[src/rtl/cpu_pkg.sv]
// Shared CPU front-end definitions: datapath width, fetch FSM encoding and reset constants.
package cpu_pkg;

   localparam int unsigned XLEN = 32;

   // addi x0, x0, 0
   localparam logic [XLEN-1:0] NOP_INST_DEFAULT = 32'h0000_0013;
   localparam logic [XLEN-1:0] RESET_PC_DEFAULT = 32'h0000_0000;

   typedef enum logic {
      StIssue,
      StWait
   } fetch_state_e;

   // Force a byte address onto a word boundary.
   function automatic logic [XLEN-1:0] align_word(input logic [XLEN-1:0] addr);
      return {addr[XLEN-1:2], 2'b00};
   endfunction

endpackage

[src/rtl/inst_fetch_unit.sv]
// Instruction fetch stage: holds the PC, keeps one imem request in flight and presents
// {inst, pc} in a single-entry slot to decode. Redirects flush the slot and any pending fetch.
module inst_fetch_unit
   import cpu_pkg::*;
#(
   parameter logic [XLEN-1:0] RESET_PC = RESET_PC_DEFAULT,
   parameter logic [XLEN-1:0] NOP_INST = NOP_INST_DEFAULT
) (
   input  logic            clk,
   input  logic            rst,
   output logic            imem_req,
   output logic [XLEN-1:0] imem_addr,
   input  logic            imem_rvalid,
   input  logic [XLEN-1:0] imem_rdata,
   output logic            id_valid,
   input  logic            id_ready,
   output logic [XLEN-1:0] id_inst,
   output logic [XLEN-1:0] id_pc,
   input  logic            redirect_en,
   input  logic [XLEN-1:0] redirect_pc
);

   fetch_state_e    state_q, state_d;
   logic [XLEN-1:0] pc_q, pc_d;
   logic            drop_q, drop_d;
   logic            id_valid_q, id_valid_d;
   logic [XLEN-1:0] id_inst_q, id_inst_d;
   logic [XLEN-1:0] id_pc_q, id_pc_d;
   logic            load;

   // Next-state for FSM, PC and output slot; redirect overrides everything last.
   always_comb begin
      state_d    = state_q;
      pc_d       = pc_q;
      drop_d     = drop_q;
      id_valid_d = id_valid_q;
      id_inst_d  = id_inst_q;
      id_pc_d    = id_pc_q;
      imem_req   = 1'b0;
      load       = 1'b0;

      unique case (state_q)
         StIssue: begin
            // Only issue when the response is guaranteed an empty slot.
            imem_req = !rst && !redirect_en && (!id_valid_q || id_ready);
            if (imem_req) begin
               state_d = StWait;
            end
         end
         StWait: begin
            if (imem_rvalid) begin
               state_d = StIssue;
               drop_d  = 1'b0;
               if (!drop_q && !redirect_en) begin
                  load = 1'b1;
                  pc_d = pc_q + XLEN'(4);
               end
            end else if (redirect_en) begin
               // Response still owed by imem; mark it stale.
               drop_d = 1'b1;
            end
         end
         default: state_d = StIssue;
      endcase

      if (load) begin
         id_valid_d = 1'b1;
         id_inst_d  = imem_rdata;
         id_pc_d    = pc_q;
      end else if (id_valid_q && id_ready) begin
         id_valid_d = 1'b0;
      end

      if (redirect_en) begin
         pc_d       = align_word(redirect_pc);
         id_valid_d = 1'b0;
      end
   end

   // State registers with synchronous reset.
   always_ff @(posedge clk) begin
      if (rst) begin
         state_q    <= StIssue;
         pc_q       <= RESET_PC;
         drop_q     <= 1'b0;
         id_valid_q <= 1'b0;
         id_inst_q  <= NOP_INST;
         id_pc_q    <= '0;
      end else begin
         state_q    <= state_d;
         pc_q       <= pc_d;
         drop_q     <= drop_d;
         id_valid_q <= id_valid_d;
         id_inst_q  <= id_inst_d;
         id_pc_q    <= id_pc_d;
      end
   end

   assign imem_addr = pc_q;
   assign id_valid  = id_valid_q;
   assign id_pc     = id_pc_q;
   assign id_inst   = id_valid_q ? id_inst_q : NOP_INST;

endmodule

[config.mk]
export PLATFORM = sky130hd
export DESIGN_NAME = inst_fetch_unit
export DESIGN_NICKNAME = d
export VERILOG_FILES = /design/src/rtl/cpu_pkg.sv /design/src/rtl/inst_fetch_unit.sv
export SDC_FILE = /design/constraint.sdc
export NUM_CORES = 1
export LEC_CHECK = 0
export CELL_PAD_IN_SITES_DETAIL_PLACEMENT = 1
export CELL_PAD_IN_SITES_GLOBAL_PLACEMENT = 1
export CORE_MARGIN = 2
export CORE_UTILIZATION = 30
export CTS_CLUSTER_SIZE = 28
export DETAILED_ROUTE_END_ITERATION = 7
export PLACE_DENSITY = 0.83
export SYNTH_ARGS = -nofsm -noshare
export SYNTH_HDL_FRONTEND = slang
export SYNTH_SLANG_ARGS = --single-unit
[constraint.sdc]
create_clock -name clk -period 6.23 [get_ports clk]
set_clock_uncertainty 0.05 [all_clocks]
set_input_delay 0.9345 -clock clk [delete_from_list [all_inputs] [get_ports clk]]
set_output_delay 0.9345 -clock clk [all_outputs]
set_load 0.05 [all_outputs]
==> flow_summary.rst <==
.. list-table::
   :header-rows: 1

   * - Metric
     - Value
   * - Avg WL per Cell
     - approximately 17 microns
   * - Core box area
     - roughly 14000 sq um
   * - Path type of the worst min-delay path
     - register to register
   * - Effective utilization at floorplan
     - around 31%
   * - Ranking of synthesized cells by area
     - dfxtp_1 (45%), nand2_1 (12%), a21oi_1 (7.4%)
   * - Synthesis Warnings
     - 0
   * - CTS tree
     - built
   * - RSZ-0062 raised after global routing
     - no
   * - Sw Share
     - 27.1%
   * - Highest ir drop seen on vdd
     - 0.126 mV
   * - Prevailing post-synth register cell
     - dfxtp_1
   * - Class of the most critical setup path
     - primary input to output pin
   * - Count of H-tree levels built during CTS
     - 3
   * - Die W
     - between 100 and 150 microns
   * - Combinational power share
     - ~15%
   * - Count of cells along the worst register-to-register path
     - 5
   * - WP data required
     - between 5 and 6 ns
   * - Placed wire-length estimate
     - 10.3 mm
   * - Diodes inserted
     - 0
   * - Fraction of layout instances using a drive strength above 1
     - approximately 4.5%
   * - Maximum buffer depth of the clock tree
     - 2
   * - Gate count after technology mapping
     - around 540
   * - Register bit count reported by yosys
     - 95
   * - Synthesized area divided by synthesized cell count
     - a little under 8 sq um
   * - Area delta synth->final
     - 47.1%
   * - Total number of clock tree sinks
     - 95
   * - Via count
     - between 4000 and 5000
   * - Fin nets
     - ~750
   * - Count of buffers added by post-CTS timing repair for setup
     - 0
   * - Min-Delay Path Depth
     - 2
   * - Global-route wire length before repair
     - roughly 23 mm
   * - Kind of end point of the critical path
     - output pin
   * - Final Routed Wirelength
     - 14.5 mm
   * - Cell taking the most area after synthesis
     - dfxtp_1
   * - Transition time at the pin with the least slew margin
     - 0.942 ns
   * - Number of detailed-routing iterations run before antenna repair
     - 4
   * - Largest net degree at the start of global routing
     - a little under 90
   * - Ys async rst share
     - 0%
   * - Cts hold-fix bufs
     - 0
   * - Tot GR Track Use
     - a little under a fifth
   * - Min Tclk post-route
     - between 3 and 4 ns
   * - Crit share post-route
     - between 50% and 60%
   * - Die height
     - about 120 microns
   * - Worst-case hold slack
     - ~0.4 ns
   * - Worst slew margin
     - ~37%
   * - Accumulated negative setup slack
     - 0 ns
   * - Largest fanout on the critical path
     - 19
   * - Max cap viols
     - 0
   * - Portion of total power attributed to the clock network
     - 39.1%
   * - Routability congestion estimate
     - 0.798
   * - Sequential cell area fraction in the yosys report
     - between 40 and 50%
   * - Grt total ovfl
     - 0
   * - Power density over the cells
     - around 230 nW/um^2
   * - Result of the run
     - completed
   * - Startpoint of the lowest-slack register-to-register path
     - imem_addr[2]
   * - Int Power
     - around 0.0010 W
   * - Number of primary I/O pins
     - between 150 and 200
   * - Site row count
     - 43
   * - Hold violation total from the final report
     - 0
   * - Type of element launching the critical path
     - primary input
   * - Initial antenna violation count
     - 0
   * - IO buf count
     - 160
   * - Initial drt markers
     - 165
   * - Crit path arrival time
     - approximately 2.7 ns
   * - Number of buffers created by CTS
     - 9
   * - Final setup vio count
     - 0
   * - Number of synthesized flops with an enable pin
     - 0
   * - Startpoint of the worst setup timing path
     - redirect_en
   * - Static leakage
     - roughly 2.1 nW
   * - Insertion delay of the later-clocked pin in the worst-skew pair
     - between 0.3 and 0.4 ns
   * - Startpoint of the tightest hold check path
     - id_inst_q[14]
   * - Floorplan die area
     - 15100 sq um
   * - Remaining antenna violation count after routing
     - 0
   * - Maximum frequency from static timing analysis
     - about 0.27 GHz
   * - Switching Power
     - just under 0.0004 W
   * - Register share of total power
     - between 40% and 50%
   * - Routed vias/inst
     - about 5
   * - Share of the synthesized area in the top cell type
     - between 40% and 50%
   * - Cells resized by post-CTS repair
     - 0
   * - Post-CTS clock slew at the launch and capture registers of the worst setup and hold paths
     - roughly 0.070 ns
   * - Mapped Area
     - about 4300 sq um
   * - Via count of the first global-routing pass
     - 4544
   * - Buffer type at the clock tree root
     - clkbuf_16
   * - DRC violations left
     - 0
   * - Final Max Slew Viols
     - 0
   * - Count of different cell masters after synthesis
     - 49
-- through the flow --
step / instance area (sq um) / utilization (%) / cells / worst slack (ns) / power [W]
floorplan: 4260 / - / 547 / 2.37 / 0.000790
global placement: 5960 / 42.9 / 850 / 2.48 / 0.000884
detailed placement: 5960 / 42.9 / 850 / 2.50 / 0.000890
CTS: 6250 / 45.1 / 865 / 2.50 / 0.00146
global route: 6250 / 45.1 / 865 / 2.42 / 0.00150
finish: 6250 / 45.1 / 865 / 2.52 / 0.00144
-- power groups by stage --
stage	clock, W	combinational, W	sequential [W]
CTS	0.000581	0.000216	0.000661
finish	0.000563	0.000214	0.000661
floorplan	0	0.0000712	0.000719
global route	0.000604	0.000229	0.000665
global placement	0	0.000210	0.000673
detailed placement	0	0.000215	0.000675
-- cells in the final DEF (no fill, tap or decap), types with 3 or more instances in the layout --
cell / instances
nand2b_1: 5
conb_1: 4
o211ai_1: 3
and2_1: 29
a21oi_1: 63
xor2_1: 3
nor4_1: 8
o21ai_0: 8
nand4_1: 9
a211oi_1: 14
buf_4: 5
or4_1: 9
clkdlybuf4s50_1: 159
nand2_1: 140
and3_1: 4
a311oi_1: 11
or3_1: 5
xnor2_1: 7
nor2_1: 31
inv_1: 7
dfxtp_1: 95
nand3_1: 8
clkbuf_16: 9
nor3_1: 5
o31ai_1: 7
-- registers in the layout (all words and copies together), names as in the netlist --
signal     cells
id_valid       1
drop_q         1
id_pc         30
imem_addr     30
id_inst_q     32
state_q        1
-- path summary, 6_finish.rpt --
path	slack [ns]	endpoint
worst min-delay path	0.40	id_inst_q[14]
worst max-delay path	2.52	imem_req
worst min register to register	0.40	id_inst_q[14]
worst max register to register	3.90	imem_addr[24]
-- cell type report --
cell class	instances	area [sq um]
fillers	1646	7630
clock buffers	12	256
well taps	180	225
flip-flops and latches	95	1900
multi-input cells	402	2170
inverters	9	33.8
clock inverters	3	42.5
repair buffers	164	1630
-- per-layer routing --
metal | part of all wire [%] | track usage [%]
met1 | 43 | 22.7
met2 | 51 | 33.9
met3 | 4.9 | 3.64
met4 | 1.8 | 8.10
met5 | 0 | 0
-- kinds of logic after synthesis --
logic type	share of synthesized area (%)
and+or+nand+nor	31.1
AOI/OAI and AO/OA	16.9
DFF	44.7
buffers and inverters	4.85
xor gates and xnor gates	2.06
adders and majority gates	0.294
other	0.0882
-- worst max-delay path: stages --
cell	delay [ns]
clkdlybuf4s50_1	0.40
buf_4	0.21
nor4_1	0.28
clkdlybuf4s50_1	0.88
-- Yosys cell counts (all sizes together) (2+ instances only) --
library cell and n:
and3 4, o211ai 3, inv 7, clkinv 2, and2 29, nand2 141, nor4 8, or2 2
clkbuf 33, dfxtp 95, xnor2 7, o31ai 7, or4 10, a311oi 11, a211oi 14, xor2 3
a221oi 2, a31oi 2, or3 5, buf 8, o21ai 8, a21oi 63, nor2 32, nor3 5
nand4 9, and4b 2, nand3b 2, nand3 10, and4 2, nand2b 5
Note: power is estimated with default switching activity, not from simulation.
